### config.mk
export PLATFORM = sky130hd
export DESIGN_NAME = lnrv_exu_gpr_flat
export DESIGN_NICKNAME = d
export VERILOG_FILES = /design/src/rtl/lnrv_exu_gpr_pkg.sv /design/src/rtl/lnrv_exu_gpr_if.sv /design/src/rtl/lnrv_gpr_scbd.sv /design/src/rtl/lnrv_exu_gpr.sv /design/src/flat_wrapper.sv
export SDC_FILE = /design/constraint.sdc
export NUM_CORES = 2
export LEC_CHECK = 0
export BUFFER_PORTS_ARGS = -buffer_cell sky130_fd_sc_hd__buf_2
export CORE_ASPECT_RATIO = 0.6
export CORE_UTILIZATION = 45
export CTS_CLUSTER_DIAMETER = 50
export CTS_CLUSTER_SIZE = 10
export DETAILED_ROUTE_END_ITERATION = 16
export MAX_ROUTING_LAYER = met4
export PLACE_DENSITY = 0.65
export SLEW_MARGIN = 10
export SYNTH_ARGS = -nofsm -noshare
export SYNTH_HDL_FRONTEND = slang
export SYNTH_SLANG_ARGS = --single-unit
### constraint.sdc
create_clock -name clk -period 8.1 [get_ports clk]
set_input_delay 1.62 -clock clk [delete_from_list [all_inputs] [get_ports clk]]
set_output_delay 1.62 -clock clk [all_outputs]
set_load 0.005 [all_outputs]
### src/rtl/lnrv_exu_gpr_pkg.sv
// Shared constants for the EXU integer register file slice.
package lnrv_exu_gpr_pkg;

    localparam int XLEN_DFLT    = 32;
    localparam int GPR_NUM_DFLT = 32;
    localparam int GPR_IDX_W    = $clog2(GPR_NUM_DFLT);

    typedef logic [GPR_IDX_W-1:0] gpr_idx_t;
    typedef logic [XLEN_DFLT-1:0] gpr_data_t;

endpackage : lnrv_exu_gpr_pkg

### src/rtl/lnrv_exu_gpr_if.sv
// EXU writeback channel: vld/rdy write transaction into the register file.
interface lnrv_exu_gpr_if #(
    parameter int XLEN  = 32,
    parameter int IDX_W = 5
);

    logic             gpr_wbck_vld;
    logic             gpr_wbck_rdy;
    logic [IDX_W-1:0] gpr_wbck_idx;
    logic [XLEN-1:0]  gpr_wbck_wdata;

    // Producer of writeback results (EXU side).
    modport master (
        output gpr_wbck_vld,
        output gpr_wbck_idx,
        output gpr_wbck_wdata,
        input  gpr_wbck_rdy
    );

    // Register file side.
    modport slave (
        input  gpr_wbck_vld,
        input  gpr_wbck_idx,
        input  gpr_wbck_wdata,
        output gpr_wbck_rdy
    );

endinterface : lnrv_exu_gpr_if

### src/rtl/lnrv_gpr_scbd.sv
// Pending-write scoreboard: one busy bit per GPR, set at dispatch, cleared at
// writeback, cleared wholesale on flush. Entry 0 is never busy.
module lnrv_gpr_scbd #(
    parameter  int GPR_NUM = 32,
    localparam int IDX_W   = $clog2(GPR_NUM)
) (
    input  logic             clk,
    input  logic             rst_n,
    input  logic             set_en,
    input  logic [IDX_W-1:0] set_idx,
    input  logic             clr_en,
    input  logic [IDX_W-1:0] clr_idx,
    input  logic             flush,
    input  logic [IDX_W-1:0] rs1_idx,
    input  logic [IDX_W-1:0] rs2_idx,
    input  logic [IDX_W-1:0] rd_idx,
    output logic             rs1_busy,
    output logic             rs2_busy,
    output logic             rd_busy
);

    logic [GPR_NUM-1:0] busy_q;
    logic [GPR_NUM-1:0] busy_d;

    // Next busy vector: clear first so a same-index set wins, flush overrides all.
    always_comb begin
        // NOTE: assigning the full default first means every path writes busy_d, so no latch is inferred.
        busy_d = busy_q;
        if (clr_en) busy_d[clr_idx] = 1'b0;
        if (set_en) busy_d[set_idx] = 1'b1;
        if (flush)  busy_d = '0;
        busy_d[0] = 1'b0;
    end

    // Busy vector state register.
    always_ff @(posedge clk or negedge rst_n) begin
        // NOTE: non-blocking assignments keep every flop sampling pre-edge values regardless of block order.
        if (!rst_n) busy_q <= '0;
        else        busy_q <= busy_d;
    end

    // Raw lookups; write-bypass suppression is applied by the parent.
    assign rs1_busy = busy_q[rs1_idx];
    assign rs2_busy = busy_q[rs2_idx];
    assign rd_busy  = busy_q[rd_idx];

endmodule : lnrv_gpr_scbd

### src/rtl/lnrv_exu_gpr.sv
// Integer register file: 32x32 GPRs (x0 reads zero), writeback channel,
// two combinational read ports with same-cycle write bypass, and RAW/WAW
// hazard reporting through the pending-write scoreboard.
module lnrv_exu_gpr
    import lnrv_exu_gpr_pkg::*;
#(
    parameter  int XLEN      = XLEN_DFLT,
    parameter  int GPR_NUM   = GPR_NUM_DFLT,
    parameter  bit BYPASS_EN = 1'b1,
    localparam int IDX_W     = $clog2(GPR_NUM)
) (
    input  logic             clk,
    input  logic             rst_n,
    lnrv_exu_gpr_if.slave    wbck,
    input  logic [IDX_W-1:0] rs1_idx,
    input  logic [IDX_W-1:0] rs2_idx,
    output logic [XLEN-1:0]  rs1_rdata,
    output logic [XLEN-1:0]  rs2_rdata,
    input  logic             disp_vld,
    input  logic             disp_rd_en,
    input  logic [IDX_W-1:0] disp_rd_idx,
    output logic             rs1_busy,
    output logic             rs2_busy,
    output logic             rd_busy,
    input  logic             flush
);

    logic [XLEN-1:0] gpr_q [GPR_NUM];
    logic            rdy_q;
    logic            rdy_d;
    logic            wb_fire;
    logic            wr_en;
    logic            disp_set;
    logic            rs1_byp;
    logic            rs2_byp;
    logic            rs1_busy_raw;
    logic            rs2_busy_raw;

    // Ready is a pure register so there is no combinational vld->rdy path.
    assign rdy_d             = 1'b1;
    assign wbck.gpr_wbck_rdy = rdy_q;

    assign wb_fire  = wbck.gpr_wbck_vld & rdy_q;
    assign wr_en    = wb_fire & (wbck.gpr_wbck_idx != '0);
    assign disp_set = disp_vld & disp_rd_en & (disp_rd_idx != '0);

    // Ready register: low through reset, high from the first edge after it.
    always_ff @(posedge clk or negedge rst_n) begin
        if (!rst_n) rdy_q <= 1'b0;
        else        rdy_q <= rdy_d;
    end

    // Register array; entry 0 is never written so it stays zero.
    always_ff @(posedge clk or negedge rst_n) begin
        // NOTE: the array is reset because architectural state must read zero after reset; this forces flops, not RAM.
        if (!rst_n) begin
            for (int i = 0; i < GPR_NUM; i++) gpr_q[i] <= '0;
        end else if (wr_en) begin
            gpr_q[wbck.gpr_wbck_idx] <= wbck.gpr_wbck_wdata;
        end
    end

    // A firing write to the same nonzero index forwards to the read port.
    assign rs1_byp = BYPASS_EN & wr_en & (wbck.gpr_wbck_idx == rs1_idx);
    assign rs2_byp = BYPASS_EN & wr_en & (wbck.gpr_wbck_idx == rs2_idx);

    // Read port muxes: zero for x0, bypass data, else array contents.
    always_comb begin
        rs1_rdata = gpr_q[rs1_idx];
        if (rs1_idx == '0) rs1_rdata = '0;
        else if (rs1_byp)  rs1_rdata = wbck.gpr_wbck_wdata;

        rs2_rdata = gpr_q[rs2_idx];
        if (rs2_idx == '0) rs2_rdata = '0;
        else if (rs2_byp)  rs2_rdata = wbck.gpr_wbck_wdata;
    end

    lnrv_gpr_scbd #(
        .GPR_NUM (GPR_NUM)
    ) u_scbd (
        .clk      (clk),
        .rst_n    (rst_n),
        .set_en   (disp_set),
        .set_idx  (disp_rd_idx),
        .clr_en   (wr_en),
        .clr_idx  (wbck.gpr_wbck_idx),
        .flush    (flush),
        .rs1_idx  (rs1_idx),
        .rs2_idx  (rs2_idx),
        .rd_idx   (disp_rd_idx),
        .rs1_busy (rs1_busy_raw),
        .rs2_busy (rs2_busy_raw),
        .rd_busy  (rd_busy)
    );

    // A retiring write to the source hides its busy bit in the same cycle.
    assign rs1_busy = rs1_busy_raw & ~rs1_byp;
    assign rs2_busy = rs2_busy_raw & ~rs2_byp;

endmodule : lnrv_exu_gpr

### src/flat_wrapper.sv
// flat-port wrapper written by rule: the top's interface ports become plain ports
module lnrv_exu_gpr_flat import lnrv_exu_gpr_pkg::*;
#(
    parameter  int XLEN      = XLEN_DFLT,
    parameter  int GPR_NUM   = GPR_NUM_DFLT,
    parameter  bit BYPASS_EN = 1'b1,
    localparam int IDX_W     = $clog2(GPR_NUM)
)
  (clk, rst_n, rs1_idx, rs2_idx, rs1_rdata, rs2_rdata, disp_vld, disp_rd_en, disp_rd_idx, rs1_busy, rs2_busy, rd_busy, flush, wbck_gpr_wbck_vld, wbck_gpr_wbck_idx, wbck_gpr_wbck_wdata, wbck_gpr_wbck_rdy);
  lnrv_exu_gpr_if #(.XLEN(XLEN), .IDX_W(5)) wbck_i ();
  input  logic clk;
  input  logic rst_n;
  input  logic [IDX_W-1:0] rs1_idx;
  input  logic [IDX_W-1:0] rs2_idx;
  output logic [XLEN-1:0] rs1_rdata;
  output logic [XLEN-1:0] rs2_rdata;
  input  logic disp_vld;
  input  logic disp_rd_en;
  input  logic [IDX_W-1:0] disp_rd_idx;
  output logic rs1_busy;
  output logic rs2_busy;
  output logic rd_busy;
  input  logic flush;
  input wire logic [$bits(wbck_i.gpr_wbck_vld)-1:0] wbck_gpr_wbck_vld;
  input wire logic [$bits(wbck_i.gpr_wbck_idx)-1:0] wbck_gpr_wbck_idx;
  input wire logic [$bits(wbck_i.gpr_wbck_wdata)-1:0] wbck_gpr_wbck_wdata;
  output wire logic [$bits(wbck_i.gpr_wbck_rdy)-1:0] wbck_gpr_wbck_rdy;
  assign wbck_i.gpr_wbck_vld = wbck_gpr_wbck_vld;
  assign wbck_i.gpr_wbck_idx = wbck_gpr_wbck_idx;
  assign wbck_i.gpr_wbck_wdata = wbck_gpr_wbck_wdata;
  assign wbck_gpr_wbck_rdy = wbck_i.gpr_wbck_rdy;
  lnrv_exu_gpr #(.XLEN(XLEN), .GPR_NUM(GPR_NUM), .BYPASS_EN(BYPASS_EN)) u_core (.clk(clk), .rst_n(rst_n), .wbck(wbck_i), .rs1_idx(rs1_idx), .rs2_idx(rs2_idx), .rs1_rdata(rs1_rdata), .rs2_rdata(rs2_rdata), .disp_vld(disp_vld), .disp_rd_en(disp_rd_en), .disp_rd_idx(disp_rd_idx), .rs1_busy(rs1_busy), .rs2_busy(rs2_busy), .rd_busy(rd_busy), .flush(flush));
endmodule
==> results.sh <==
export IMPL_status="completed"
export IMPL_start_util=0.454
export IMPL_grt_total_usage=0.311
export IMPL_cts_hold_buffers=0
export IMPL_r2r_cells=5
export IMPL_min_path_type="flop to flop"
export IMPL_fp_dieW_um=464
export IMPL_finalNonFillerCells=5621
export IMPL_clk_pin_slew_worst_paths_ps=60
export IMPL_start_kind="input pin"
export IMPL_clock_sinks=1056
export IMPL_hpwl_mm=110
export IMPL_nets=3959
export IMPL_ys_warn_count=0
export IMPL_drv_cap=0
export IMPL_ctsLongestPathBuffers=3
export IMPL_hold_viol_final=0
export IMPL_htreeDepth=3
export IMPL_crit_required_ps=6480
export IMPL_syn_to_final_growth_pct=8.53
export IMPL_die_height_um=279
export IMPL_first_global_vias=37900
export IMPL_rr_endpoint="u_core.gpr_q[208]"
export IMPL_cts_setup_buffers=0
export IMPL_vias_per_cell=6.90
export IMPL_relSlewSlack=0.143
export IMPL_worstMarginPinSlew_ps=1280
export IMPL_ys_seq_area_frac=0.459
export IMPL_row_count=101
export IMPL_clockRootBuffer="clkbuf_16"
export IMPL_worstSkewPairLatency_ps=750
export IMPL_fin_crit_ps=6400
export IMPL_antenna_found_initial=6
export IMPL_drt_total_wl_mm=195
export IMPL_startpoint="rs1_idx[1]"
export IMPL_wl_per_cell_um=34.8
export IMPL_synth_async_sr_flop_share=1.00
export IMPL_tritoncts="yes"
export IMPL_place_inst=5481
export IMPL_layout_setup_ws_ps=1700
export IMPL_syn_avg_cell_area_um2=14.3
export IMPL_setup_viol=0
export IMPL_synthFlopType="dfrtp_1"
export IMPL_cp_data_arrival_time_ps=4780
export IMPL_synth_edf_count=0
export IMPL_dieArea_mm2=0.129
export IMPL_fin_skew_ps=22.1
export IMPL_tns_ps=0
export IMPL_regArea_mm2=0.0264
export IMPL_synth_nets=4073
export IMPL_crit_fanout=55
export IMPL_gr_total_overflow=0
export IMPL_via_count=38800
export IMPL_pre_cts_ws_ps=1670
export IMPL_fill_cells=10900
export IMPL_rsz0062_at_grt="false"
export IMPL_ir_worst_vdd_v=0.000193
export IMPL_holdPathEnd="u_core.gpr_q[1001]"
export IMPL_syn_area_mm2=0.0575
export IMPL_max_freq_ghz=0.156
export IMPL_reg2reg_from="u_core.wbck.gpr_wbck_rdy"
export IMPL_synth_seq_cells=1056
export IMPL_drc=0
export IMPL_syn_inst=4015
export IMPL_cts_resized=0
export IMPL_crit_type="input pin to primary output"
export IMPL_p_leak_nw=27.9
export IMPL_multi_input_area_mm2=0.0290
export IMPL_ant_nets=0
export IMPL_core_area_mm2=0.127
export IMPL_rrSetupSlack_ps=4820
export IMPL_hp_start="u_core.gpr_q[1001]"
export IMPL_io_buffers=125
export IMPL_grt_pass1_wl_mm=284
export IMPL_numCtsBuffers=117
export IMPL_min_period_over_period=0.791
export IMPL_ys_types=69
export IMPL_initialDrtViolationCount=5085
export IMPL_first_pass_iters=5
export IMPL_grt_max_degree=164
export IMPL_maxSlewViolCount=0
export IMPL_drive_gt1_frac=0.480
export IMPL_power_density_mw_per_mm2=218
export IMPL_end_kind="primary output"
export IMPL_min_delay_path_depth=0
export IMPL_io_pins=126
export IMPL_gp_congestion=0.849
-- worst max-delay path, cell delays in order --
cell	delay, ps
buf_6	620
buf_12	370
xor2_1	100
or4_1	530
or2_4	450
buf_4	380
a21oi_1	380
buf_2	190
-- where the power goes --
group          switching [W]  total [W]  internal (W)
sequential          0.000489    0.00641       0.00592
combinational        0.00107    0.00232       0.00126
clock                0.00216    0.00486       0.00270
total                0.00371     0.0136       0.00988
-- layout make-up --
type / count / share of cell area
diodes: 7 / 0.000281
clock buffers: 124 / 0.0487
clock inverters: 9 / 0.00234
inverters: 5 / 0.000301
multi-input cells: 2491 / 0.464
flip-flops and latches: 1056 / 0.423
well taps: 1699 / 0.0340
repair buffers: 230 / 0.0274
-- sequential cells by signal, summed over array words and instances (netlist names) --
register	count
u_core.u_scbd.busy_q	31
u_core.gpr_q	1024
u_core.wbck.gpr_wbck_rdy	1
-- cell usage in the layout, fill, tap and decap left out, types with 55 or more instances in the layout --
master / count
dfrtp_1: 1056
mux2_2: 1046
mux4_2: 414
mux2i_1: 191
clkbuf_16: 121
buf_2: 117
o22ai_1: 110
buf_4: 87
nand2_1: 75
nor2_1: 61
nor2b_1: 60
a21oi_1: 60
a211oi_1: 55
-- cells by family (layout without fill, tap and decap cells) --
| group | after synthesis | after routing | share of synthesized area |
|---|---|---|---|
| buf+inv | 468 | 368 | 0.0421 |
| xor+xnor | 10 | 10 | 0.00152 |
| flops | 1056 | 1056 | 0.459 |
| simple gates | 342 | 342 | 0.0299 |
| compound gates | 457 | 457 | 0.0567 |
| mux | 1681 | 1681 | 0.410 |
| other cells | 1 | 8 | 0.0000652 |
-- per-stage QoR --
stage	area, µm²	total power, W	hold slack, ps	utilization
after floorplan	57500	0.00800	441	-
after global placement	59200	0.00871	376	0.468
after detailed placement	59200	0.00877	383	0.468
after CTS	62400	0.0136	397	0.493
after global routing	62400	0.0141	401	0.493
final	62400	0.0136	393	0.493
-- layer usage --
metal  routed length, µm  track usage  part of all wire  vias to the layer above
met3               21600       0.0832              0.11                      407
met1               84500        0.455              0.43                    20900
li1                    -            -                 -                    15200
met4                6510       0.0923             0.033                        0
met5                   0            -                 0                        -
met2               82800        0.421              0.42                     2233
-- worst max path at each step --
stage	slack, ps	to	depth (start not counted)
after floorplan	3210	rs2_rdata[19]	8
after global placement	1640	rs1_rdata[17]	9
after detailed placement	1670	rs1_rdata[17]	8
after CTS	1670	rs1_rdata[17]	8
after global routing	1640	rs1_rdata[17]	9
final	1700	rs1_rdata[17]	8
-- Yosys cell counts, drive strengths merged, types with 7 or more instances --
library cell / n / area [µm²]
o221ai: 7 / 61.3
dfrtp: 1056 / 26400
nor2: 73 / 274
o22ai: 110 / 688
mux2i: 191 / 1910
nor3: 51 / 260
a211oi: 55 / 413
a221oi: 23 / 220
a32o: 32 / 320
o21ai: 46 / 230
nand2b: 14 / 87.6
xnor2: 7 / 61.3
mux2: 1059 / 11900
nand3: 9 / 45.0
nand2: 86 / 323
nor2b: 66 / 413
buf: 239 / 1560
a2bb2oi: 7 / 61.3
a311oi: 10 / 87.6
a21oi: 61 / 309
nand3b: 8 / 72.6
mux4: 431 / 9770
a2111oi: 32 / 287
clkbuf: 224 / 843
a22oi: 43 / 323
nor3b: 7 / 52.6
Note: power is estimated with default switching activity, not from simulation.
